===== src/rtl/mat_mult_ctrl.sv =====
// Sequencing controller for an external NxN matrix multiplier: streams A and B in
// row-major order, holds them on a_bus/b_bus, captures c_bus after a settle delay, streams C out.
module mat_mult_ctrl #(
    parameter int BITS   = 8,
    parameter int N      = 4,
    parameter int SETTLE = 2
) (
    input  logic                  clk,
    input  logic                  rst,
    input  logic                  start,
    input  logic                  abort,
    input  logic                  in_valid,
    output logic                  in_ready,
    input  logic [BITS-1:0]       in_data,
    output logic [N*N*BITS-1:0]   a_bus,
    output logic [N*N*BITS-1:0]   b_bus,
    input  logic [N*N*BITS-1:0]   c_bus,
    output logic                  out_valid,
    input  logic                  out_ready,
    output logic [BITS-1:0]       out_data,
    output logic                  out_last,
    output logic                  busy,
    output logic                  done
);

    // state     | meaning
    // ST_IDLE   | waiting for start
    // ST_LOAD_A | accepting A elements, row-major
    // ST_LOAD_B | accepting B elements, row-major
    // ST_SETTLE | operands held stable while the datapath settles; c_bus captured on last cycle
    // ST_OUT    | streaming result elements, row-major

    localparam int NE = N * N;
    localparam int IW = $clog2(NE);
    localparam int SW = (SETTLE > 1) ? $clog2(SETTLE) : 1;
    localparam logic [IW-1:0] IDX_LAST    = IW'(NE - 1);
    localparam logic [SW-1:0] SETTLE_LAST = SW'(SETTLE - 1);

    typedef enum logic [2:0] {
        ST_IDLE,
        ST_LOAD_A,
        ST_LOAD_B,
        ST_SETTLE,
        ST_OUT
    } state_t;

    state_t              state_q, state_d;
    logic [IW-1:0]       idx_q, idx_d;
    logic [SW-1:0]       settle_q, settle_d;
    logic                done_q, done_d;
    logic [NE*BITS-1:0]  a_q, b_q, res_q;
    logic                a_we, b_we, res_we;

    always_ff @(posedge clk or posedge rst) begin
        if (rst) begin
            state_q  <= ST_IDLE;
            idx_q    <= '0;
            settle_q <= '0;
            done_q   <= 1'b0;
        end else begin
            state_q  <= state_d;
            idx_q    <= idx_d;
            settle_q <= settle_d;
            done_q   <= done_d;
        end
    end

    always_comb begin
        state_d  = state_q;
        idx_d    = idx_q;
        settle_d = settle_q;
        done_d   = 1'b0;
        a_we     = 1'b0;
        b_we     = 1'b0;
        res_we   = 1'b0;
        case (state_q)
            ST_IDLE: begin
                if (start) begin
                    state_d = ST_LOAD_A;
                    idx_d   = '0;
                end
            end
            ST_LOAD_A: begin
                if (in_valid) begin
                    a_we = 1'b1;
                    if (idx_q == IDX_LAST) begin
                        state_d = ST_LOAD_B;
                        idx_d   = '0;
                    end else begin
                        idx_d = idx_q + IW'(1);
                    end
                end
            end
            ST_LOAD_B: begin
                if (in_valid) begin
                    b_we = 1'b1;
                    if (idx_q == IDX_LAST) begin
                        state_d  = ST_SETTLE;
                        settle_d = '0;
                    end else begin
                        idx_d = idx_q + IW'(1);
                    end
                end
            end
            ST_SETTLE: begin
                if (settle_q == SETTLE_LAST) begin
                    res_we  = 1'b1;
                    state_d = ST_OUT;
                    idx_d   = '0;
                end else begin
                    settle_d = settle_q + SW'(1);
                end
            end
            ST_OUT: begin
                if (out_ready) begin
                    if (idx_q == IDX_LAST) begin
                        state_d = ST_IDLE;
                        idx_d   = '0;
                        done_d  = 1'b1;
                    end else begin
                        idx_d = idx_q + IW'(1);
                    end
                end
            end
            default: begin
                state_d = ST_IDLE;
                idx_d   = '0;
            end
        endcase
        // Abort wins over any transfer in the same cycle; operand/result storage is left untouched.
        if (abort && (state_q != ST_IDLE)) begin
            state_d = ST_IDLE;
            idx_d   = '0;
            done_d  = 1'b0;
            a_we    = 1'b0;
            b_we    = 1'b0;
            res_we  = 1'b0;
        end
    end

    always_ff @(posedge clk or posedge rst) begin
        if (rst) begin
            a_q   <= '0;
            b_q   <= '0;
            res_q <= '0;
        end else begin
            if (a_we)   a_q[BITS*int'(idx_q) +: BITS] <= in_data;
            if (b_we)   b_q[BITS*int'(idx_q) +: BITS] <= in_data;
            if (res_we) res_q <= c_bus;
        end
    end

    // Handshake/status outputs decode only state and index, never in_valid/out_ready.
    assign in_ready  = (state_q == ST_LOAD_A) || (state_q == ST_LOAD_B);
    assign out_valid = (state_q == ST_OUT);
    assign out_last  = (state_q == ST_OUT) && (idx_q == IDX_LAST);
    assign out_data  = (state_q == ST_OUT) ? res_q[BITS*int'(idx_q) +: BITS] : '0;
    assign busy      = (state_q != ST_IDLE);
    assign done      = done_q;
    assign a_bus     = a_q;
    assign b_bus     = b_q;

endmodule


===== config.mk =====
export PLATFORM = sky130hd
export DESIGN_NAME = mat_mult_ctrl
export DESIGN_NICKNAME = d
export VERILOG_FILES = /design/src/rtl/mat_mult_ctrl.sv
export SDC_FILE = /design/constraint.sdc
export NUM_CORES = 1
export LEC_CHECK = 0
export BUFFER_PORTS_ARGS = -buffer_cell sky130_fd_sc_hd__buf_4
export CORE_ASPECT_RATIO = 0.9
export CORE_UTILIZATION = 25
export CTS_CLUSTER_SIZE = 40
export DETAILED_ROUTE_END_ITERATION = 8
export PLACE_DENSITY = 0.47
export SLEW_MARGIN = 15
export SYNTH_ARGS = -nofsm -noshare
export SYNTH_HDL_FRONTEND = slang
export SYNTH_SLANG_ARGS = --single-unit

===== constraint.sdc =====
create_clock -name clk -period 21.2 [get_ports clk]
set_input_delay 4.24 -clock clk [delete_from_list [all_inputs] [get_ports clk]]
set_output_delay 4.24 -clock clk [all_outputs]
set_load 0.005 [all_outputs]

==> results.sh <==
export IMPL_antenna_found_initial=11
export IMPL_leakage_uw=0.0113
export IMPL_finalHoldViolCount=0
export IMPL_violations="design-rule violations"
export IMPL_place_area_sq_mm=0.0208
export IMPL_grt_pass1_wl_um=79300
export IMPL_r2r_start="idx_q[2]$_DFFE_PP0P_"
export IMPL_endpoint_kind="output port"
export IMPL_reg2reg_setup_slack_ns=17.77
export IMPL_die_w_um=275
export IMPL_setup_viol=0
export IMPL_synth_enable_flop_cells=0
export IMPL_vias=10930
export IMPL_hold_class="register to register"
export IMPL_die_area_sq_mm=0.0682
export IMPL_start_util=0.254
export IMPL_ant_nets=0
export IMPL_ys_top_cells_by_area="dfrtp_1 (59%), mux2_2 (25%), mux4_2 (4.3%), mux2i_1 (2.0%), and3_1 (1.3%)"
export IMPL_nFillCells=6554
export IMPL_yosysSeqAreaShare=0.586
export IMPL_numPortBuffers=410
export IMPL_cts_sinks=393
export IMPL_ir_drop_mv=0.0481
export IMPL_area_growth_pct=32.8
export IMPL_async_flop_share=1.00
export IMPL_crit_chain="buf_4 -> mux4_2 -> mux2i_1 -> o22ai_1 -> buf_4"
export IMPL_multiInputGateArea_sq_mm=0.00666
export IMPL_path_clk_slew_ns=0.06
export IMPL_synth_top_cell_area_share=0.586
export IMPL_grt_pass1_vias=11809
export IMPL_grt_total_usage=0.157
export IMPL_hold_buffers=0
export IMPL_power_total_uw=1860
export IMPL_clock_path_buffers=3
export IMPL_maxSlewViolCount=0
export IMPL_synth_area_sq_mm=0.0168
export IMPL_final_setup_tns_ns=0
export IMPL_cpMaxStageDelayCell="dfrtp_4"
export IMPL_postSynthAreaPerCell_sq_um=14.9
export IMPL_place_congestion=0.781
export IMPL_path_buf_inv=2
export IMPL_rsz0062_at_grt="no"
export IMPL_hpwl_um=38800
export IMPL_cp_top_family="multiplexers"
export IMPL_cts_resized=0
export IMPL_skew_ns=0.0220
export IMPL_whs_path_depth=1
export IMPL_final_nets=1693
export IMPL_grt_max_degree=144
export IMPL_cap_violations=0
export IMPL_drive_above_1_share=0.585
export IMPL_drt_iter0_markers=464
export IMPL_start_kind="register"
export IMPL_critPathMostFrequentCell="buf_4"
export IMPL_cp_depth=5
export IMPL_cts_tree="built"
export IMPL_rows=89
export IMPL_routedWlPerCell_um=22.0
export IMPL_synth_seq_cells=393
export IMPL_ff2ff_path_depth=6
export IMPL_ff_latch_area_sq_mm=0.00984
export IMPL_worstMarginPinSlew_ns=1.09
export IMPL_required_ns=16.96
export IMPL_first_pass_iters=6
export IMPL_ios=411
export IMPL_slowest_delay_ns=0.61
export IMPL_crit_type="register to output port"
export IMPL_cts_buffers=47
export IMPL_htree_num_levels=2
export IMPL_p_per_area_mw_per_mm2=83.2
export IMPL_crit_fanout=32
export IMPL_insertion_delay_ns=0.58
export IMPL_synth_nets=1272
export IMPL_remaining_drc_errors=27
export IMPL_worst_hold_slack_ns=0.496
export IMPL_yosys_area_top_type="dfrtp_1"
export IMPL_viasPerCell=4.47
export IMPL_fmax_mhz=136
export IMPL_syn_instance_count=1124
export IMPL_hold_start="b_bus[32]$_DFFE_PP0P_"
export IMPL_post_route_period_util=0.348
export IMPL_min_period_ns=7.38
export IMPL_relSlewSlack=0.277
export IMPL_die_h_um=248
export IMPL_postLayoutCellArea_sq_mm=0.0223
export IMPL_postCtsSetupRepairBufs=0
export IMPL_clockRootBuffer="clkbuf_16"
export IMPL_synth_top_flop_cell="dfrtp_1"
export IMPL_core_sq_mm=0.0660
export IMPL_drt_wl_total_um=53800
export IMPL_arrival_ns=3.14
export IMPL_timing_rr_end="b_bus[72]$_DFFE_PP0P_"
export IMPL_ys_types=53
export IMPL_ys_warn_count=0
export IMPL_outcome="finished with violations"
export IMPL_grt_ovfl_total=0
export IMPL_hold_end="b_bus[32]$_DFFE_PP0P_"
[synthesized netlist by cell type, types with 5 or more instances]
cell and count:
clkbuf_1 18, inv_1 22, nor2_1 32, nand2_1 37, nor2_2 6, and2_1 25
nor3_1 7, buf_2 24, nand3_1 10, mux2i_1 33, mux4_2 32, nor3_2 5
mux2_2 368, o22ai_1 8, and3_1 34, o21ai_0 8, dfrtp_1 393, ha_1 6
[how the worst max path moves through the flow]
| stage | start | slack (ns) | end |
|---|---|---|---|
| 2_1_floorplan | rst | 6.03 | a_bus[0]$_DFFE_PP0P_ |
| 5_1_grt | idx_q[0]$_DFFE_PP0P_ | 13.65 | out_data[7] |
| 3_3_place_gp | idx_q[0]$_DFFE_PP0P_ | 14.33 | out_data[7] |
| 3_5_place_dp | abort | 14.32 | res_q[15]$_DFFE_PP0P_ |
| 6_report | idx_q[0]$_DFFE_PP0P_ | 13.82 | out_data[7] |
| 4_1_cts | idx_q[0]$_DFFE_PP0P_ | 13.68 | out_data[7] |
[logic make-up (layout without fill, tap and decap cells)]
| kind of cell | count (synthesis) | after routing | share of synthesized area |
|---|---|---|---|
| compound gates | 33 | 33 | 0.0142 |
| xor+xnor | 1 | 1 | 0.000522 |
| fa+ha+maj | 6 | 6 | 0.00447 |
| buf+inv | 68 | 523 | 0.0183 |
| flops | 393 | 393 | 0.586 |
| mux | 434 | 434 | 0.310 |
| other cells | 0 | 1 | 0 |
| simple gates | 189 | 189 | 0.0668 |
[cell type report]
class                      instances  share of cell area
tap                              864              0.0485
clock buffer                      68              0.0599
inverter                          22             0.00404
timing repair buffer             418               0.141
sequential                       393               0.441
clock inverter                    15             0.00595
multi-input combinational        663               0.299
antenna                            1            0.000112
[power by group]
part	total [uW]	internal (uW)	switching (uW)
clock	775	450	325
sequential	783	762	21.0
combinational	298	102	195
[cells in the final DEF (no fill, tap or decap), types with 4 or more instances in the layout]
master / count
buf_4: 417
dfrtp_1: 390
mux2_2: 368
clkbuf_16: 48
nand2_1: 37
mux2i_1: 33
and3_1: 33
nor2_1: 32
mux4_2: 32
and2_1: 25
inv_1: 21
clkbuf_1: 14
nand3_1: 10
o21ai_0: 8
o22ai_1: 8
nor3_1: 6
nor2_2: 6
nor3_2: 6
ha_1: 6
clkinv_2: 6
clkbuf_8: 6
and3b_1: 4
nand2_2: 4
or3b_2: 4
clkinvlp_4: 4
[stage by stage]
step | setup WS, ns | utilization | std cells
3_5_place_dp | 14.32 | 0.315 | 2360
4_1_cts | 13.68 | 0.338 | 2443
5_1_grt | 13.65 | 0.338 | 2444
6_report | 13.82 | 0.338 | 2444
3_3_place_gp | 14.33 | 0.315 | 2360
2_1_floorplan | 6.03 | - | 1124
[sequential cells by signal (all words and copies together) (netlist names)]
name      count
a_bus       128
b_bus       128
res_q       128
idx_q         4
state_q       3
done          1
settle_q      1
[metal layers]
layer	GRT usage	share of wire	routed length, um	vias to the layer above
li1	-	-	-	4911
met1	0.200	0.41	22300	5605
met2	0.254	0.48	25800	322
met3	0.0536	0.087	4690	76
met4	0.0380	0.017	897	16
met5	0	0.0021	115	-
No activity file was read; power rests on OpenSTA's default activity.
